### src/rtl/wash_seq.sv
// Washing-machine stage sequencer.
// Runs the wash stage as FILL -> WASH -> DRAIN -> SPIN -> DONE for the latched
// programme. It drives the phase lights, the water-level bar and a four-digit
// multiplexed seven-segment display of the phase code and remaining seconds.
module wash_seq #(
   parameter int TICK_CYCLES = 100000000,
   parameter int SCAN_CYCLES = 100000
) (
   input  logic       clk,
   input  logic       rst,
   input  logic       en,
   input  logic [1:0] mode,
   input  logic       pause_pos,
   output logic [7:0] seg,
   output logic [3:0] seg_en,
   output logic [7:0] st_light,
   output logic [7:0] wt_light,
   output logic       done
);

   localparam int TICK_W = (TICK_CYCLES > 1) ? $clog2(TICK_CYCLES) : 1;
   localparam int SCAN_W = (SCAN_CYCLES > 1) ? $clog2(SCAN_CYCLES) : 1;
   localparam logic [TICK_W-1:0] TICK_LAST = TICK_W'(TICK_CYCLES - 1);
   localparam logic [SCAN_W-1:0] SCAN_LAST = SCAN_W'(SCAN_CYCLES - 1);

   typedef enum logic [2:0] {
      IDLE  = 3'd0,
      FILL  = 3'd1,
      WASH  = 3'd2,
      DRAIN = 3'd3,
      SPIN  = 3'd4,
      DONE  = 3'd5
   } state_t;

   state_t            state_q, state_d;

   logic [1:0]        mode_q, mode_d;
   logic              paused_q, paused_d;
   logic [TICK_W-1:0] tickCnt_q, tickCnt_d;
   logic [4:0]        remain_q, remain_d;
   logic [7:0]        wtLight_q, wtLight_d;
   logic [3:0]        barCnt_q, barCnt_d;
   logic              done_q, done_d;

   logic [SCAN_W-1:0] scanCnt_q, scanCnt_d;
   logic [1:0]        slot_q, slot_d;

   logic [1:0]        effMode;
   logic [3:0]        target;
   logic [4:0]        washLoad;
   logic [4:0]        spinLoad;

   logic              inRun;
   logic              nextRun;
   logic              tick;
   logic              phaseEntry;
   logic              fillDone;
   logic              washDone;
   logic              drainDone;
   logic              spinDone;

   logic [4:0]        dispRemain;
   logic [3:0]        tensDig;
   logic [3:0]        onesDig;
   logic [3:0]        phaseCode;

   // Standard seven-segment patterns, segment a in bit 0, dp always off
   function automatic logic [7:0] sevenSeg(input logic [3:0] digit);
      logic [7:0] pattern;
      case (digit)
         4'd0:    pattern = 8'h3F;
         4'd1:    pattern = 8'h06;
         4'd2:    pattern = 8'h5B;
         4'd3:    pattern = 8'h4F;
         4'd4:    pattern = 8'h66;
         4'd5:    pattern = 8'h6D;
         4'd6:    pattern = 8'h7D;
         4'd7:    pattern = 8'h07;
         4'd8:    pattern = 8'h7F;
         4'd9:    pattern = 8'h6F;
         default: pattern = 8'h00;
      endcase
      return pattern;
   endfunction

   assign inRun      = (state_q == FILL) || (state_q == WASH) ||
                       (state_q == DRAIN) || (state_q == SPIN);
   assign nextRun    = (state_d == FILL) || (state_d == WASH) ||
                       (state_d == DRAIN) || (state_d == SPIN);
   assign tick       = inRun && !paused_q && (tickCnt_q == TICK_LAST);
   assign phaseEntry = (state_d != state_q);

   assign fillDone   = tick && (barCnt_q == (target - 4'd1));
   assign washDone   = tick && (remain_q == 5'd1);
   assign drainDone  = tick && (barCnt_q == 4'd1);
   assign spinDone   = tick && (remain_q == 5'd1);

   assign done       = done_q;

   // Programme constants; while idle the live mode is used because it is latched on the same edge
   always_comb begin
      effMode  = (state_q == IDLE) ? mode : mode_q;
      target   = 4'd0;
      washLoad = 5'd0;
      case (effMode)
         2'b01: begin
            target   = 4'd3;
            washLoad = 5'd10;
         end
         2'b10: begin
            target   = 4'd5;
            washLoad = 5'd15;
         end
         2'b11: begin
            target   = 4'd8;
            washLoad = 5'd20;
         end
         default: begin
            target   = 4'd0;
            washLoad = 5'd0;
         end
      endcase
      spinLoad = (effMode == 2'b00) ? 5'd10 : 5'd5;
   end

   // Phase state register
   always_ff @(posedge clk or negedge rst) begin
      if (!rst) begin
         state_q <= IDLE;
      end else begin
         state_q <= state_d;
      end
   end

   // Phase sequencing; dropping en aborts to IDLE from anywhere and beats a pause request
   always_comb begin
      state_d = state_q;
      if (!en) begin
         state_d = IDLE;
      end else begin
         case (state_q)
            IDLE:    state_d = (mode == 2'b00) ? SPIN : FILL;
            FILL:    if (fillDone)  state_d = WASH;
            WASH:    if (washDone)  state_d = DRAIN;
            DRAIN:   if (drainDone) state_d = SPIN;
            SPIN:    if (spinDone)  state_d = DONE;
            DONE:    state_d = DONE;
            default: state_d = IDLE;
         endcase
      end
   end

   // Phase lights, water bar and the multiplexed digit currently being scanned
   always_comb begin
      st_light = 8'h00;
      wt_light = 8'h00;
      seg      = 8'h00;
      seg_en   = 4'h0;
      case (state_q)
         FILL:    st_light = 8'h08;
         WASH:    st_light = 8'h10;
         DRAIN:   st_light = 8'h20;
         SPIN:    st_light = 8'h40;
         default: st_light = 8'h00;
      endcase
      if (inRun) begin
         st_light[7] = paused_q;
      end
      if (state_q != IDLE) begin
         wt_light = wtLight_q;
         seg_en   = 4'b0001 << slot_q;
         case (slot_q)
            2'd3:    seg = sevenSeg(phaseCode);
            2'd2:    seg = 8'h00;
            2'd1:    seg = sevenSeg(tensDig);
            default: seg = sevenSeg(onesDig);
         endcase
      end
   end

   // Seconds shown on the display, derived per phase, then split into two BCD digits
   always_comb begin
      dispRemain = 5'd0;
      phaseCode  = 4'd0;
      case (state_q)
         FILL: begin
            dispRemain = {1'b0, target - barCnt_q};
            phaseCode  = 4'd1;
         end
         WASH: begin
            dispRemain = remain_q;
            phaseCode  = 4'd2;
         end
         DRAIN: begin
            dispRemain = {1'b0, barCnt_q};
            phaseCode  = 4'd3;
         end
         SPIN: begin
            dispRemain = remain_q;
            phaseCode  = 4'd4;
         end
         default: begin
            dispRemain = 5'd0;
            phaseCode  = 4'd0;
         end
      endcase
      if (dispRemain >= 5'd20) begin
         tensDig = 4'd2;
         onesDig = 4'(dispRemain - 5'd20);
      end else if (dispRemain >= 5'd10) begin
         tensDig = 4'd1;
         onesDig = 4'(dispRemain - 5'd10);
      end else begin
         tensDig = 4'd0;
         onesDig = 4'(dispRemain);
      end
   end

   // Next values for mode latch, pause flag, tick counter, countdown and water level
   always_comb begin
      mode_d    = mode_q;
      paused_d  = paused_q;
      tickCnt_d = tickCnt_q;
      remain_d  = remain_q;
      wtLight_d = wtLight_q;
      barCnt_d  = barCnt_q;
      done_d    = 1'b0;
      if (!en) begin
         paused_d  = 1'b0;
         tickCnt_d = '0;
         remain_d  = 5'd0;
         wtLight_d = 8'h00;
         barCnt_d  = 4'd0;
      end else begin
         if (state_q == IDLE) begin
            mode_d = mode;
         end

         if (!nextRun) begin
            paused_d = 1'b0;
         end else if (inRun && pause_pos) begin
            paused_d = !paused_q;
         end

         if (phaseEntry || !inRun) begin
            tickCnt_d = '0;
         end else if (!paused_q) begin
            tickCnt_d = tick ? '0 : tickCnt_q + TICK_W'(1);
         end

         if (phaseEntry && (state_d == WASH)) begin
            remain_d = washLoad;
         end else if (phaseEntry && (state_d == SPIN)) begin
            remain_d = spinLoad;
         end else if (tick && ((state_q == WASH) || (state_q == SPIN))) begin
            remain_d = remain_q - 5'd1;
         end

         if (tick && (state_q == FILL)) begin
            wtLight_d = {wtLight_q[6:0], 1'b1};
            barCnt_d  = barCnt_q + 4'd1;
         end else if (tick && (state_q == DRAIN)) begin
            wtLight_d = wtLight_q >> 1;
            barCnt_d  = barCnt_q - 4'd1;
         end

         done_d = (state_q == SPIN) && (state_d == DONE);
      end
   end

   // Datapath registers
   always_ff @(posedge clk or negedge rst) begin
      if (!rst) begin
         mode_q    <= 2'b00;
         paused_q  <= 1'b0;
         tickCnt_q <= '0;
         remain_q  <= 5'd0;
         wtLight_q <= 8'h00;
         barCnt_q  <= 4'd0;
         done_q    <= 1'b0;
      end else begin
         mode_q    <= mode_d;
         paused_q  <= paused_d;
         tickCnt_q <= tickCnt_d;
         remain_q  <= remain_d;
         wtLight_q <= wtLight_d;
         barCnt_q  <= barCnt_d;
         done_q    <= done_d;
      end
   end

   // Digit scan timing; held at slot 0 while idle so every run starts scanning from digit 0
   always_comb begin
      scanCnt_d = scanCnt_q;
      slot_d    = slot_q;
      if ((state_q == IDLE) || (state_d == IDLE)) begin
         scanCnt_d = '0;
         slot_d    = 2'd0;
      end else if (scanCnt_q == SCAN_LAST) begin
         scanCnt_d = '0;
         slot_d    = slot_q + 2'd1;
      end else begin
         scanCnt_d = scanCnt_q + SCAN_W'(1);
      end
   end

   // Scan registers
   always_ff @(posedge clk or negedge rst) begin
      if (!rst) begin
         scanCnt_q <= '0;
         slot_q    <= 2'd0;
      end else begin
         scanCnt_q <= scanCnt_d;
         slot_q    <= slot_d;
      end
   end

endmodule
### config.mk
export PLATFORM = sky130hd
export DESIGN_NAME = wash_seq
export DESIGN_NICKNAME = d
export VERILOG_FILES = /design/src/rtl/wash_seq.sv
export SDC_FILE = /design/constraint.sdc
export NUM_CORES = 1
export LEC_CHECK = 0
export BUFFER_PORTS_ARGS = -buffer_cell sky130_fd_sc_hd__buf_2
export CORE_ASPECT_RATIO = 0.7
export CORE_MARGIN = 2
export CORE_UTILIZATION = 45
export DETAILED_ROUTE_END_ITERATION = 7
export HOLD_SLACK_MARGIN = 0.08
export SLEW_MARGIN = 20
export SYNTH_ARGS = -nofsm -noshare
export SYNTH_HDL_FRONTEND = slang
export SYNTH_SLANG_ARGS = --single-unit
### constraint.sdc
create_clock -name clk -period 6.45 [get_ports clk]
set_clock_uncertainty 0.2 [all_clocks]
set_input_delay 0.3225 -clock clk [delete_from_list [all_inputs] [get_ports clk]]
set_output_delay 0.3225 -clock clk [all_outputs]
set_load 0.02 [all_outputs]
==> metrics.txt, run 1 <==
Nets=roughly 650; final instance area=between 5000 and 6000 µm²; Post-CTS Resized=0; top cell type's share of synthesized area=0.340; Clock transition at path regs=0.06 ns; Post-Synth Simple-Gate Area=0.276; CP arrival=5.47 ns; EDFF count, synth=0; CP top delay family=adder cells; most frequent CP cell=ha_1; Slew Limit Fails=0; minimum clock period=5.99 ns; die area=roughly 12,000 µm²; RSZ-0062 raised after global routing=false; total routed wirelength=between 10,000 and 15,000 µm; Switch Pwr=0.000384 W; vias per std cell=roughly 5.5; synth warn=0; xor-xnor portion of the synthesized cell area=0.0818; hold-fix buffers at CTS=1; Post-synth top flop=dfrtp_1; sequential share of power=0.364; crit path cell chain=nor3_2 -> mux2i_1 -> ha_1 -> inv_1 -> ha_1 -> inv_1 -> fa_1 -> a31oi_1 -> o21ai_1 -> ha_1 -> inv_1 -> o31a_1 -> or3_4 -> o21a_4 -> xnor2_4 -> ha_1 -> mux2_4 -> a211oi_2 -> buf_2; # DRC=0; mux contribution to synthesized area=0.0233; RR Startpoint=state_q[1]$_DFF_PN0_; Max VDD drop=155 µV; Initial Util=0.465; setup slack, reg-to-reg=approximately 2.4 ns; Buffers & Inverters on Critical Path=4; final setup violation count=0; post-DP HPWL=around 8600 µm; Pint=0.000896 W; Max-cap violations=0; CTS tree=built; Post-Synth Adder-Cell Area=0.0791; number of global-route vias before repair=4,092; pin count of the biggest net entering global routing=71; PD cells=223 nW/µm²; Critical Path Max Stage Delay=0.54 ns; Synth area leader=dfrtp_1; TritonCTS buffer count=9; RD Place Congestion=just under 0.9; number of DRC markers in iteration 0=306; number of distinct library cells after synthesis=84; switch share=0.300; Synth async-reset ratio=1.00; CP max stage cell=mux2i_1; leak pwr=between 2 and 3 nW; Clk network pwr share=0.424; Seq cells post-synth=70; Achievable Freq=roughly 170 MHz; CP Data Required Time=5.93 ns; total global-route track usage=0.209; Hold Crit Class=input port to flop; compound-cell area share of the yosys netlist=0.149; clock sink count=70; routed length per instance=~15 µm; Post-DP Area=5400 µm²; # rows=32; Syn-to-layout area delta=11.2%; Syn Inst Count=586; ANT cells=0; 1st-pass router iterations=5; Fin Setup TNS=0 ns; largest family of logic cells by synthesized area=simple AND/OR/NAND/NOR gates; crit start category=flop; Hold Vio Cnt, Final=0; antenna viol nets, final=0; CTS max path bufs=2; io pins=35; share of cells above drive strength 1=0.125; Synth area leaders=dfrtp_1 34%, ha_1 7.5%, xor2_1 5.1%; combinational power share=0.211; Post-Syn Area per Cell=8.80 µm²; H-tree depth=3; critical path type=flop to primary output; Clk Latency, worst-skew pair=0.34 ns; port bufs=30; antenna violations before repair=0; Final Cycle Share=0.929; crit path max fanout=7; Horiz. Die Dim=132 µm; slew margin rel.=0.412; first-pass GRT wire length=20,600 µm; die height=a little over 90 µm; Tot Pwr=0.00128 W; Final Worst Setup Slack=0.460 ns; post-synthesis sequential area ratio=0.340; Worst Setup EP=seg[3]; Setup Buffers After CTS=0; Syn Std Cell Area=5160 µm²; total congestion overflow=0; area of the core=11,100 µm²; R2R depth=11; via count=around 4,200; Core Util, Final=0.517; run status=finished clean; reg-to-reg critical path endpoint=remain_q[3]$_DFFE_PN0P_; Crit. End Element=primary output; Clock Tree Root=clkbuf_16; DP Worst Slack=0.813 ns; Slew @ Worst Pin=slightly below 0.9 ns; worst setup path start=state_q[1]$_DFF_PN0_; Stages on worst setup path=19
## kinds of logic after synthesis
kind of cell	count (synthesis)
AO/OA/AOI/OAI	106
other	1
multiplexers	11
flip-flops	70
XOR/XNOR	46
buffers and inverters	56
adder cells (fa/ha/maj)	32
AND/OR/NAND/NOR	264
## final cells by class
type	instances	area [µm²]
Fill cell	1073	5360
Clock inverter	6	93.8
Timing Repair Buffer	37	205
Sequential cell	70	1750
Clock buffer	10	229
Inverter	28	108
Tap cell	153	191
Multi-Input combinational cell	463	3160
## Yosys cell counts (all sizes together) (3+ instances only)
master  instances
or3             9
nand4          19
clkbuf         17
nand3b          3
nor3           12
dfrtp          70
ha             31
nor3b           6
a21boi          4
o211ai          7
o21ai          26
and3            8
nor2           69
xor2           30
a211oi          4
o31a            4
nor4            6
nand2b          5
nand3          15
a21oi          18
inv            27
and2           27
and4            4
nand2          60
o22ai           6
nor2b           3
buf            11
nor4b           4
mux2i           9
xnor2          16
a31oi          10
or2             4
o21a            5
## power by group through the flow
| stage | clock, W | combinational (W) | sequential (W) |
|---|---|---|---|
| global route | 0.000576 | 0.000302 | 0.000468 |
| finish | 0.000543 | 0.000271 | 0.000466 |
| CTS | 0.000559 | 0.000272 | 0.000466 |
| global placement | 0 | 0.000265 | 0.000474 |
| detailed placement | 0 | 0.000270 | 0.000474 |
| floorplan | 0 | 0.000209 | 0.000468 |
## worst min-delay path: stages
cell	delay [ns]
buf_2	0.11
a31oi_1	0.09
o2111a_1	0.14
## registers in the layout (all words and copies together) (netlist names)
| name | count |
|---|---|
| wtLight_q | 8 |
| barCnt_q | 4 |
| paused_q | 1 |
| mode_q | 2 |
| slot_q | 2 |
| done | 1 |
| scanCnt_q | 17 |
| remain_q | 5 |
| state_q | 3 |
| tickCnt_q | 27 |
## layout by cell type, fill, tap and decap left out, types with 5 or more instances in the layout
| cell | instances |
|---|---|
| a21oi_1 | 17 |
| a31oi_1 | 9 |
| and2_1 | 27 |
| and3_1 | 8 |
| buf_2 | 30 |
| buf_4 | 6 |
| clkbuf_16 | 9 |
| dfrtp_1 | 70 |
| ha_1 | 31 |
| inv_1 | 24 |
| mux2i_1 | 9 |
| nand2_1 | 59 |
| nand3_1 | 15 |
| nand4_1 | 19 |
| nor2_1 | 67 |
| nor3_1 | 11 |
| nor4_1 | 5 |
| o211ai_1 | 7 |
| o21ai_0 | 22 |
| o22ai_1 | 6 |
| or3_1 | 8 |
| xnor2_1 | 15 |
| xor2_1 | 30 |
## per-layer routing
| layer | track usage | routed length [µm] | up-vias |
|---|---|---|---|
| li1 | - | - | 2096 |
| met1 | 0.314 | 6430 | 2024 |
| met2 | 0.303 | 4840 | 93 |
| met3 | 0.0390 | 482 | 13 |
| met4 | 0.0634 | 133 | 0 |
| met5 | 0 | 0 | - |
## per-stage QoR
step,hold WS [ns],std cells
after detailed placement,0.288,750
final,0.164,767
after floorplan,-0.173,589
after global placement,0.279,750
after CTS,0.149,767
after global routing,0.188,767
## worst min path at each step
stage | startpoint | end | slack (ns) | cells past startpoint
6_report | pause_pos | paused_q$_DFFE_PN0P_ | 0.16 | 3
4_1_cts | pause_pos | paused_q$_DFFE_PN0P_ | 0.15 | 3
3_5_place_dp | scanCnt_q[0]$_DFF_PN0_ | scanCnt_q[0]$_DFF_PN0_ | 0.29 | 1
2_1_floorplan | rst | barCnt_q[0]$_DFFE_PN0P_ | -0.17 | 0
3_3_place_gp | scanCnt_q[0]$_DFF_PN0_ | scanCnt_q[0]$_DFF_PN0_ | 0.28 | 1
5_1_grt | pause_pos | paused_q$_DFFE_PN0P_ | 0.19 | 3
Note: power is estimated with default switching activity, not from simulation.
==> inputs of run 2 (changes only) <==
--- a/config.mk
+++ b/config.mk
@@ -6,7 +6,7 @@
 export NUM_CORES = 1
 export LEC_CHECK = 0
 export BUFFER_PORTS_ARGS = -buffer_cell sky130_fd_sc_hd__buf_2
-export CORE_ASPECT_RATIO = 0.7
+export CORE_ASPECT_RATIO = 0.9
 export CORE_MARGIN = 2
 export CORE_UTILIZATION = 45
 export DETAILED_ROUTE_END_ITERATION = 7
==> constraint.sdc (replaced) <==
create_clock -name clk -period 7.7 [get_ports clk]
set_clock_uncertainty 0.2 [all_clocks]
set_input_delay 0.385 -clock clk [delete_from_list [all_inputs] [get_ports clk]]
set_output_delay 0.385 -clock clk [all_outputs]
set_load 0.02 [all_outputs]
==> metrics.txt, run 2 (synthesis results as in run 1) <==
run status=finished clean; CTS tree=built; total global-route track usage=0.211 (+0.00210); Clk Latency, worst-skew pair=0.34 ns (about the same); combinational power share=0.201 (-0.010); number of DRC markers in iteration 0=239 (-22%); 1st-pass router iterations=8 (+3); commonest non-fill, non-tap cells in the layout=70 x dfrtp_1, 67 x nor2_1, 59 x nand2_1, 31 x ha_1; CTS max path bufs=2 (unchanged); switch share=0.292 (-0.00874); antenna violations before repair=0 (unchanged); Final Cycle Share=0.890; Hold Vio Cnt, Final=0 (unchanged); RD Place Congestion=0.886 (-0.96%); io pins=35 (unchanged); max FFs per register=27 (unchanged); final setup violation count=0 (unchanged); # DRC=0 (unchanged); TritonCTS buffer count=9 (unchanged); Tot Pwr=0.00110 W (-14%); Max VDD drop=148 µV (-4.9%); Switch Pwr=0.000321 W (-17%); CP arrival=6.26 ns (+0.79 ns); first-pass GRT wire length=20,600 µm (-0.20%); Initial Util=0.456 (-0.00845); CP Data Required Time=7.11 ns (+1.18 ns); H-tree depth=3 (unchanged); hold-fix buffers at CTS=0 (-1); Clk network pwr share=0.440 (+0.016); Nets=641 (-0.93%); leak pwr=2.49 nW (-0.53%); clock sink count=70 (unchanged); slew margin rel.=0.399 (-0.0138); die area=12,300 µm² (-0.10%); via count=4,186 (-0.95%); Setup Buffers After CTS=0 (unchanged); Fin Setup TNS=0 ns (unchanged); routed length per instance=15.6 µm (+0.52%); share of cells above drive strength 1=0.120 (-0.00534); Hold Crit Class=input port to async pin; sequential share of power=0.359 (-0.005); Slew Limit Fails=0 (unchanged); critical path type=flop to primary output; RSZ-0062 raised after global routing=false; # rows=37 (+16%); antenna viol nets, final=0 (unchanged); port bufs=30 (unchanged); area of the core=11,300 µm² (+1.9%); Slew @ Worst Pin=0.902 ns (+0.0208 ns); Top Registers=tickCnt_q: 27 flops, scanCnt_q: 17 flops, wtLight_q: 8 flops; ANT cells=0 (unchanged); post-DP HPWL=8390 µm (-2.8%); minimum clock period=6.85 ns; pin count of the biggest net entering global routing=71 (unchanged); PD cells=192 nW/µm² (-14%); total routed wirelength=11,900 µm (+0.13%); die height=106 µm (+13%); Top reg by flops=tickCnt_q; Clock transition at path regs=0.06 ns (about the same); worst hold margin=0.0509 ns (-0.113 ns); Max-cap violations=0 (unchanged); Syn-to-layout area delta=10.8%; crit start category=flop; vias per std cell=5.48 (-0.56%); number of global-route vias before repair=4,204 (+2.7%); Post-CTS Resized=0 (unchanged); most common cell after layout, fill and taps aside=dfrtp_1; Clock Tree Root=clkbuf_16; Horiz. Die Dim=117 µm (-11%); Achievable Freq=about 150 MHz; crit path max fanout=20 (+13); total congestion overflow=0 (unchanged); Crit. End Element=primary output; Pint=0.000779 W (-13%)
==> run 2: through the flow <==
step | cell area (µm²) | cells | setup slack, ns | utilization
6_report | 5720 | 764 | 0.850 | 0.506
3_3_place_gp | 5370 | 748 | 1.37 | 0.475
3_5_place_dp | 5370 | 748 | 1.20 | 0.475
4_1_cts | 5720 | 764 | 0.810 | 0.506
2_1_floorplan | 5170 | 589 | 1.80 | -
5_1_grt | 5720 | 764 | 0.459 | 0.506
==> run 2: critical path: stages (launching register included) <==
cell and delay, ns:
dfrtp_1 0.65, nor3_2 0.77, mux2i_1 0.57, ha_1 0.37
inv_1 0.07, ha_1 0.14, inv_1 0.05, fa_1 0.50
a31oi_1 0.08, o21ai_1 0.47, ha_1 0.24, inv_1 0.04
o31a_1 0.32, or3_4 0.36, o21a_4 0.15, xnor2_4 0.18
inv_2 0.09, ha_1 0.20, mux2_4 0.26, a211oi_2 0.21
buf_2 0.19
==> run 2: per-layer routing <==
| layer | routed length [µm] | vias up | track usage |
|---|---|---|---|
| met2 | 5270 | 90 | 0.326 |
| met3 | 497 | 17 | 0.0581 |
| met5 | 0 | - | 0 |
| met1 | 5940 | 1981 | 0.292 |
| li1 | - | 2098 | - |
| met4 | 195 | 0 | 0.0571 |
==> run 2: power by group through the flow <==
stage | Sequential [W] | Clock [W] | Combinational, W
after CTS | 0.000394 | 0.000501 | 0.000222
after floorplan | 0.000392 | 0 | 0.000175
final | 0.000395 | 0.000484 | 0.000221
after detailed placement | 0.000401 | 0 | 0.000221
after global placement | 0.000400 | 0 | 0.000214
after global routing | 0.000396 | 0.000515 | 0.000248
==> run 2: layout make-up <==
cell class / count / area [µm²]
clock inverters: 7 / 121
fillers: 1097 / 5580
well taps: 156 / 195
multi-input cells: 463 / 3160
repair buffers: 31 / 158
flip-flops and latches: 70 / 1750
inverters: 28 / 108
clock buffers: 9 / 225
==> run 2: final timing paths <==
path | from | end | slack [ns] | depth (start not counted)
max | state_q[1]$_DFF_PN0_ | seg[3] | 0.85 | 20
min | rst | tickCnt_q[22]$_DFFE_PN0P_ | 0.05 | 2
max reg2reg | state_q[1]$_DFF_PN0_ | remain_q[3]$_DFFE_PN0P_ | 3.03 | 11
max in group asynchronous | rst | state_q[1]$_DFF_PN0_ | 6.67 | 2
min reg2reg | scanCnt_q[0]$_DFF_PN0_ | scanCnt_q[0]$_DFF_PN0_ | 0.28 | 1
min in group clk | pause_pos | paused_q$_DFFE_PN0P_ | 0.20 | 3
